`config.mk`:
```
export PLATFORM = sky130hd
export DESIGN_NAME = fetch_unit
export DESIGN_NICKNAME = d
export VERILOG_FILES = /design/src/rtl/fetch_unit_pkg.sv /design/src/rtl/fetch_queue.sv /design/src/rtl/fetch_unit.sv
export SDC_FILE = /design/constraint.sdc
export NUM_CORES = 1
export LEC_CHECK = 0
export ABC_AREA = 1
export CAP_MARGIN = 20
export CORE_MARGIN = 2
export CORE_UTILIZATION = 35
export CTS_CLUSTER_SIZE = 24
export DETAILED_ROUTE_END_ITERATION = 8
export PLACE_DENSITY = 0.55
export SETUP_SLACK_MARGIN = 0.02
export SLEW_MARGIN = 30
export SYNTH_ARGS = -nofsm -noshare
export SYNTH_HDL_FRONTEND = slang
export SYNTH_SLANG_ARGS = --single-unit
```
`constraint.sdc`:
```
create_clock -name clk -period 6.26 [get_ports clk]
set_clock_uncertainty 0.05 [all_clocks]
set_input_delay 1.252 -clock clk [delete_from_list [all_inputs] [get_ports clk]]
set_output_delay 1.252 -clock clk [all_outputs]
set_load 0.05 [all_outputs]
```
`src/rtl/fetch_unit_pkg.sv`:
```
// Shared CPU definitions: instruction/address widths, NOP encoding and the
// fetch queue entry layout.
package fetch_unit_pkg;

    localparam int XLEN = 32;
    localparam int ILEN = 32;

    localparam logic [ILEN-1:0] NOP_ENC = 32'hC800_0000;

    typedef logic [XLEN-1:0] addr_t;
    typedef logic [ILEN-1:0] instr_t;

    typedef struct packed {
        instr_t instr;
        addr_t  pc;
    } fetch_entry_t;

endpackage

```
`src/rtl/fetch_queue.sv`:
```
// Instruction queue: circular buffer of {instruction, pc} entries with
// push/pop/flush and occupancy outputs. DEPTH must be a power of two.
module fetch_queue
    import fetch_unit_pkg::*;
#(
    parameter int DEPTH = 2
) (
    input  logic                   clk,
    input  logic                   nreset,
    input  logic                   push,
    input  fetch_entry_t           push_entry,
    input  logic                   pop,
    input  logic                   flush,
    output fetch_entry_t           head,
    output logic                   empty,
    output logic                   full,
    output logic [$clog2(DEPTH):0] count
);

    localparam int AW = (DEPTH > 1) ? $clog2(DEPTH) : 1;
    localparam int CW = $clog2(DEPTH) + 1;

    fetch_entry_t  storage [DEPTH];
    logic [AW-1:0] rd_ptr;
    logic [AW-1:0] wr_ptr;
    logic [CW-1:0] cnt;
    logic          pop_ok;
    logic          push_ok;

    assign empty   = (cnt == '0);
    assign full    = (cnt == CW'(DEPTH));
    assign count   = cnt;
    assign head    = storage[rd_ptr];
    assign pop_ok  = pop & ~empty;
    assign push_ok = push & (~full | pop_ok);

    // Pointer and occupancy tracking; flush discards everything at once.
    always_ff @(posedge clk or negedge nreset) begin
        if (!nreset) begin
            rd_ptr <= '0;
            wr_ptr <= '0;
            cnt    <= '0;
        end else if (flush) begin
            rd_ptr <= '0;
            wr_ptr <= '0;
            cnt    <= '0;
        end else begin
            if (push_ok) wr_ptr <= wr_ptr + 1'b1;
            if (pop_ok)  rd_ptr <= rd_ptr + 1'b1;
            case ({push_ok, pop_ok})
                2'b10:   cnt <= cnt + 1'b1;
                2'b01:   cnt <= cnt - 1'b1;
                default: cnt <= cnt;
            endcase
        end
    end

    // Entry storage; contents are only observed while the entry is occupied.
    always_ff @(posedge clk) begin
        if (push_ok && !flush) storage[wr_ptr] <= push_entry;
    end

endmodule

```
`src/rtl/fetch_unit.sv`:
```
// Instruction fetch unit: issues single-outstanding memory reads, buffers
// responses in fetch_queue and presents the head entry to decode.
// Optional feature macro: FETCH_ALIGN_CHECK_EN (sticky misaligned-redirect error).
module fetch_unit
    import fetch_unit_pkg::*;
#(
    parameter logic [XLEN-1:0] RESET_PC    = 32'h0000_0000,
    parameter int              QUEUE_DEPTH = 2,
    parameter logic [ILEN-1:0] NOP_INSTR   = NOP_ENC
) (
    input  logic            clk,
    input  logic            nreset,
    input  logic            clk_en,
    output logic            instruction_memory_en,
    output logic [XLEN-1:0] instruction_memory_a,
    input  logic [ILEN-1:0] instruction_memory_v,
    input  logic            redirect_valid,
    input  logic [XLEN-1:0] redirect_pc,
    input  logic            halt,
    output logic            fetch_valid,
    input  logic            fetch_ready,
    output logic [ILEN-1:0] fetch_instr,
    output logic [XLEN-1:0] fetch_pc,
    output logic            fetch_error
);

    localparam int CW = $clog2(QUEUE_DEPTH) + 1;
    localparam logic [CW:0] DEPTH_W = (CW+1)'(QUEUE_DEPTH);

    addr_t        pc;
    addr_t        in_flight_pc;
    logic         in_flight;
    logic         err;
    addr_t        redirect_target;
    logic         flush;
    logic         q_push;
    logic         q_pop;
    logic         q_empty;
    logic         q_full;
    logic [CW-1:0] q_count;
    logic [CW:0]  slots_used;
    logic         can_issue;
    logic         issue;
    fetch_entry_t q_head;
    fetch_entry_t q_in;

    // Redirects only act on enabled cycles; a response that was already
    // requested is captured even when clk_en drops.
    assign flush  = clk_en & redirect_valid;
    assign q_pop  = clk_en & ~q_empty & fetch_ready;
    assign q_push = in_flight & ~flush;
    assign q_in   = {instruction_memory_v, in_flight_pc};

    // A same-cycle pop frees a slot, which is what allows back-to-back issue.
    assign slots_used = {1'b0, q_count} + {{CW{1'b0}}, in_flight};
    assign can_issue  = q_pop | (~q_full & (slots_used < DEPTH_W));
    assign issue      = nreset & clk_en & ~halt & ~redirect_valid & ~err & can_issue;

`ifdef FETCH_ALIGN_CHECK_EN
    assign redirect_target = redirect_pc;

    // Sticky error on a misaligned redirect; blocks all further issue.
    always_ff @(posedge clk or negedge nreset) begin
        if (!nreset)
            err <= 1'b0;
        else if (flush && (redirect_pc[1:0] != 2'b00))
            err <= 1'b1;
    end
`else
    assign redirect_target = redirect_pc & ~32'h3;
    assign err             = 1'b0;
`endif

    // Program counter and single outstanding request tracking.
    always_ff @(posedge clk or negedge nreset) begin
        if (!nreset) begin
            pc           <= RESET_PC;
            in_flight    <= 1'b0;
            in_flight_pc <= RESET_PC;
        end else begin
            in_flight <= issue;
            if (flush) begin
                pc <= redirect_target;
            end else if (issue) begin
                pc           <= pc + 32'd4;
                in_flight_pc <= pc;
            end
        end
    end

    fetch_queue #(
        .DEPTH (QUEUE_DEPTH)
    ) u_queue (
        .clk        (clk),
        .nreset     (nreset),
        .push       (q_push),
        .push_entry (q_in),
        .pop        (q_pop),
        .flush      (flush),
        .head       (q_head),
        .empty      (q_empty),
        .full       (q_full),
        .count      (q_count)
    );

    assign instruction_memory_en = issue;
    assign instruction_memory_a  = pc;
    assign fetch_valid           = ~q_empty;
    assign fetch_instr           = q_empty ? NOP_INSTR : q_head.instr;
    assign fetch_pc              = q_empty ? pc : q_head.pc;
    assign fetch_error           = err;

endmodule

```
==> metrics.cfg, run 1 <==
[sta]
fmax_mhz=227
setup_viol=0
rsz0062_at_grt=no
max_slew_margin=0.445
final.setup.tns_ns=0
report.final.slew_viol_count=0
hold_viol_final=0
period_needed_ns=4.41
period_share=0.704
tightest_slew_ns=0.832

[global_route]
grt_overflow_total=0
grt_antenna_before_repair=0
grt_pass1_vias=6399
grt_usage=0.189
grt_start_max_net_pins=65
grt_pass1_wl_um=36700

[worst_setup_path]
arrival_ns=3.11
r2r-end=instruction_memory_a[22]
critPathTopFamily=buffers and inverters
worstSetupStartpointType=primary input
slowest_stage=clkdlybuf4s50_1
crit_required_ns=4.96
cp_slowest_stage_delay_ns=0.80
worstPathMaxFanout=4
path_class=primary input to output pin
cpMostUsedCell=clkdlybuf4s50_1
r2r-start=u_queue.count[1]
crit_start=clk_en
worst_setup_path_end_kind=output pin
path_buf_inv=3
cp_cell_sequence=clkdlybuf4s50_1 -> nand2_1 -> o211ai_2 -> nand2_4 -> inv_2 -> clkdlybuf4s50_1
regToRegSetupSlack_ns=3.95
reg2reg_depth=10

[synthesis]
ys_warn_count=0
synth-seq-cells=189
seq_area_frac_synth=0.637
netlist_top_cells_area=edfxtp_1 (44%), dfrtp_1 (19%), nand2_1 (13%)
synth_area_um2=8400
synth_cell_types=32
syn-instance-count=864
synth_area_per_cell_um2=9.72
synth_top_area_cell=edfxtp_1
yosysTopAreaCellShare=0.444

[routing]
vias=6535
finalWirelength_um=23400
wire_per_inst_um=17.3
first_pass_iters=7
vias_per_cell=4.83
route.detailed.drc=0
ant_nets=0
drtIter0Drc=440

[floorplanning]
core_um2=23500
placementRows=56
die_area_um2=25200
initial_core_util=0.357
die_w_um=159
io_pins=169
die_height_um=159

[cts]
cts_resized=0
cts_htree_levels=4
clk_pin_slew_ns=0.08
cts.sinks=189
insertion_delay_ns=0.43
cts_root_buf=clkbuf_16
post_cts_buffers=0
cts_tree=done
cts-hold-fix-buffers=0
cts_buffer_depth=2
cts_buffers=17

[worst_hold_path]
hold_path_startpoint=in_flight_pc[8]
whs_path_depth=0
min_to=u_queue.storage[0][8]
hp-class=flip-flop to flip-flop

[cells_and_area]
fill_cells=2290
final_cell_mix=nand2_1 (293), clkdlybuf4s50_1 (160), edfxtp_1 (124)
area_growth_pct=30.4
mostFrequentLayoutCell=nand2_1
fin_nets=1091
diodes=0
drive_gt1_frac=0.0678

[power_and_ir_drop]
ir_drop_mv=0.438
power_density_nw_per_um2=475
power_leakage_nw=4.28
p_total_mw=5.20

[placed_design]
dpl.hpwl_um=15800
port_buffers=161
gp_routability_congestion=0.904

[flow_run]
drv_cap=0

[outcome]
status=finished, final reports clean

Yosys cell counts:
master / count
buf_4: 5
buf_6: 3
o21ai_2: 1
dfrtp_1: 65
o211ai_2: 1
nand2_4: 3
nand3_1: 49
inv_2: 7
nor3_2: 1
clkbuf_1: 19
nand2_1: 293
nand4_1: 4
nor2_8: 1
inv_1: 42
edfxtp_1: 124
a21oi_1: 63
a22oi_1: 30
inv_6: 1
nor2_1: 71
a31oi_1: 1
nand2_2: 1
o21ai_0: 43
clkbuf_2: 2
o21ai_1: 2
conb_1: 1
buf_2: 11
o211ai_1: 9
xor2_1: 2
buf_1: 2
ha_1: 1
nor3_1: 1
nor2_2: 5
layer usage:
metal  track usage  share of wire  wire length (um)  up-vias
li1              -              -                 -     3218
met1         0.263           0.46             10700     3102
met2         0.303           0.47             11100      195
met3        0.0374          0.052              1230       20
met4        0.0517          0.017               390        0
met5             0              0                 0        -
registers in the layout (all words and copies together) (netlist names):
signal and count:
u_queue.count 2, u_queue.storage 124, in_flight 1, u_queue.wr_ptr 1
in_flight_pc 30, instruction_memory_a 30, u_queue.rd_ptr 1
worst reg2reg max path: cells and delay by family (launching register included):
family	cells	cell delay (ns)
buf+inv	3	0.86
compound gates	1	0.16
simple gates	6	0.73
flops	1	0.41
kinds of logic after synthesis:
| logic type | synth area share |
|---|---|
| compound gates | 0.103 |
| simple gates | 0.208 |
| fa+ha+maj | 0.00149 |
| other cells | 0.000447 |
| flops | 0.637 |
| xor+xnor | 0.00209 |
| buf+inv | 0.0486 |
layout make-up:
cell class,count,area [um^2],share of cell area
Clock buffer,18,429,0.0392
Clock inverter,14,131,0.0120
Inverter,50,193,0.0176
Multi-Input combinational cell,587,2670,0.244
Sequential cell,189,5350,0.489
Tap cell,319,399,0.0365
Timing Repair Buffer,175,1780,0.162
per-stage QoR:
step / hold WS, ns / cell area, um^2 / std cells / worst slack (ns) / utilization
floorplan: 0.392 / 8410 / 868 / 1.32 / -
global placement: 0.399 / 10300 / 1318 / 1.85 / 0.439
detailed placement: 0.404 / 10400 / 1320 / 1.86 / 0.441
CTS: 0.418 / 10900 / 1352 / 1.85 / 0.465
global route: 0.434 / 10900 / 1352 / 1.76 / 0.465
finish: 0.415 / 10900 / 1352 / 1.85 / 0.465
worst max path at each step:
stage / end / cells past startpoint / slack [ns]
3_3_place_gp: instruction_memory_en / 6 / 1.85
4_1_cts: instruction_memory_en / 6 / 1.85
5_1_grt: instruction_memory_en / 6 / 1.76
6_report: instruction_memory_en / 6 / 1.85
3_5_place_dp: instruction_memory_en / 6 / 1.86
2_1_floorplan: u_queue.storage[0][10] / 4 / 1.32
where the power goes:
part           leakage [nW]  internal [mW]  switching (mW)
clock network         0.264          0.523           0.502
registers              1.95           1.53           0.146
logic                  2.06          0.745            1.74
total                  4.28           2.80            2.39
No activity file was read; power rests on OpenSTA's default activity.
==> inputs of run 2 (changes only) <==
Clock period 6.26 ns to 4.4 ns, I/O delays scaled along.
==> run 2 against run 1 <==
Net effect:
- count of clock-buffer cells in the layout is 1 lower
- core utilization is 0.24 points higher
- clock power is 49% higher
- sequential cell count is the same
- register-to-register slack got worse by 1.8 ns
- critical endpoint is now fetch_pc[19]
==> metrics.cfg, run 2 (same netlist as run 1, synthesis figures left out) <==
[cells_and_area]
final_cell_mix=nand2_1 (293), clkdlybuf4s50_1 (159), edfxtp_1 (124)  ; was nand2_1 (293), clkdlybuf4s50_1 (160), edfxtp_1 (124)
fill_cells=2271  ; was 2290
area_growth_pct=31.1  ; was 30.4%
largest_reg_flops=124  ; unchanged
mostFrequentLayoutCell=nand2_1  ; unchanged
multiInputGateArea_um2=2670  ; unchanged
seq_area_um2=5350  ; unchanged
drive_gt1_frac=0.0678  ; unchanged
fin_nets=1091  ; unchanged
diodes=0  ; unchanged
regMostFlops=u_queue.storage  ; unchanged
final_area_um2=11000  ; was 10900 um^2

[routing]
first_pass_iters=6  ; was 7
route.detailed.drc=0  ; unchanged
ant_nets=0  ; unchanged
wire_per_inst_um=17.3  ; about the same
finalWirelength_um=23400  ; about the same
drtIter0Drc=517  ; was 440
vias_per_cell=4.85  ; was 4.83
vias=6559  ; was 6535

[global_route]
grt_pass1_wl_um=36200  ; was 36700 um
grt_usage=0.186  ; was 0.189
grt_pass1_vias=6295  ; was 6399
grt_antenna_before_repair=0  ; unchanged
grt_start_max_net_pins=65  ; unchanged
grt_overflow_total=0  ; unchanged

[placed_design]
postPlaceCellArea_um2=10400  ; about the same
port_buffers=161  ; unchanged
dpl.hpwl_um=15900  ; was 15800 um
gp_routability_congestion=0.881  ; was 0.904

[sta]
tightest_slew_ns=0.763  ; was 0.832 ns
setup_viol=0  ; unchanged
period_share=0.865
hold_viol_final=0  ; unchanged
fmax_mhz=263
period_needed_ns=3.81
max_slew_margin=0.490  ; was 0.445
report.final.slew_viol_count=0  ; unchanged
rsz0062_at_grt=no  ; unchanged

[floorplanning]
die_height_um=159  ; unchanged
die_w_um=159  ; unchanged
initial_core_util=0.357  ; unchanged
die_area_um2=25200  ; unchanged
io_pins=169  ; unchanged
core_um2=23500  ; unchanged
placementRows=56  ; unchanged

[worst_setup_path]
worstPathMaxFanout=50  ; was 4
worstSetupStartpointType=flip-flop  ; was primary input
crit_required_ns=3.47  ; was 4.96 ns
arrival_ns=2.88  ; was 3.11 ns
slowest_stage=clkdlybuf4s50_1  ; unchanged
path_class=flip-flop to output pin  ; was primary input to output pin
worst_setup_path_end_kind=output pin  ; unchanged
path_buf_inv=4  ; was 3
critPathTopFamily=buffers and inverters  ; unchanged
cp_slowest_stage_delay_ns=0.85  ; was 0.80 ns
cp_cell_sequence=inv_2 -> nand2_4 -> inv_2 -> buf_12 -> a21oi_1 -> a22oi_1 -> clkdlybuf4s50_1  ; was clkdlybuf4s50_1 -> nand2_1 -> o211ai_2 -> nand2_4 -> inv_2 -> clkdlybuf4s50_1
cpMostUsedCell=inv_2  ; was clkdlybuf4s50_1

[cts]
clk_pin_slew_ns=0.07  ; was 0.08 ns
cts_htree_levels=4  ; unchanged
cts_resized=0  ; unchanged
post_cts_buffers=0  ; unchanged
cts_buffers=17  ; unchanged
cts_buffer_depth=2  ; unchanged
insertion_delay_ns=0.43  ; about the same
cts-hold-fix-buffers=0  ; unchanged
cts_tree=done  ; unchanged
cts_root_buf=clkbuf_16  ; unchanged
cts.sinks=189  ; unchanged

[power_and_ir_drop]
power_density_nw_per_um2=680  ; was 475 nW/um^2
ir_drop_mv=0.666  ; was 0.438 mV
p_total_mw=7.49  ; was 5.20 mW
power_leakage_nw=4.31  ; was 4.28 nW

[outcome]
status=finished, final reports clean  ; unchanged

[worst_hold_path]
hp-class=flip-flop to flip-flop  ; unchanged

[flow_run]
drv_cap=0  ; unchanged

[run 2: power breakdown]
group / leakage [nW] / switching (mW) / internal, mW
Clock: 0.281 / 0.715 / 0.801
Combinational: 2.07 / 2.48 / 1.09
Sequential: 1.95 / 0.214 / 2.18
[run 2: per-stage QoR]
stage | hold slack [ns] | TNS [ns] | setup slack, ns | utilization | cells
3_3_place_gp | 0.398 | 0 | 1.07 | 0.443 | 1320
4_1_cts | 0.417 | 0 | 0.562 | 0.467 | 1352
2_1_floorplan | 0.392 | -21.18 | -0.171 | - | 868
6_report | 0.416 | 0 | 0.592 | 0.467 | 1352
5_1_grt | 0.434 | 0 | 0.428 | 0.467 | 1352
3_5_place_dp | 0.404 | 0 | 1.04 | 0.443 | 1320
[run 2: layer usage]
metal	track usage	share of wire	up-vias
li1	-	-	3226
met1	0.263	0.47	3108
met2	0.297	0.47	210
met3	0.0321	0.052	15
met4	0.0496	0.011	0
met5	0	0	-
[run 2: layout make-up]
type                    count  area share
multi-input cells         587       0.242
clock buffers              17      0.0387
inverters                  50      0.0175
clock inverters            15      0.0144
repair buffers            175       0.164
well taps                 319      0.0363
flip-flops and latches    189       0.486
[run 2: path summary, 6_finish.rpt]
check / from / end / cells past startpoint / slack (ns)
worst max-delay path: u_queue.count[1] / fetch_pc[19] / 7 / 0.59
worst min-delay path: in_flight_pc[16] / u_queue.storage[0][16] / 0 / 0.42
worst max register to register: u_queue.count[1] / instruction_memory_a[20] / 10 / 2.11
worst min register to register: in_flight_pc[16] / u_queue.storage[0][16] / 0 / 0.42
max in group asynchronous: nreset / u_queue.rd_ptr / 3 / 2.88
min in group asynchronous: nreset / instruction_memory_a[14] / 2 / 0.49
[run 2: worst reg2reg max path: cells and delay by family (launching register included)]
| kind | cells | cell delay (ns) |
|---|---|---|
| compound gates | 1 | 0.13 |
| buf+inv | 3 | 0.84 |
| flops | 1 | 0.42 |
| simple gates | 6 | 0.74 |
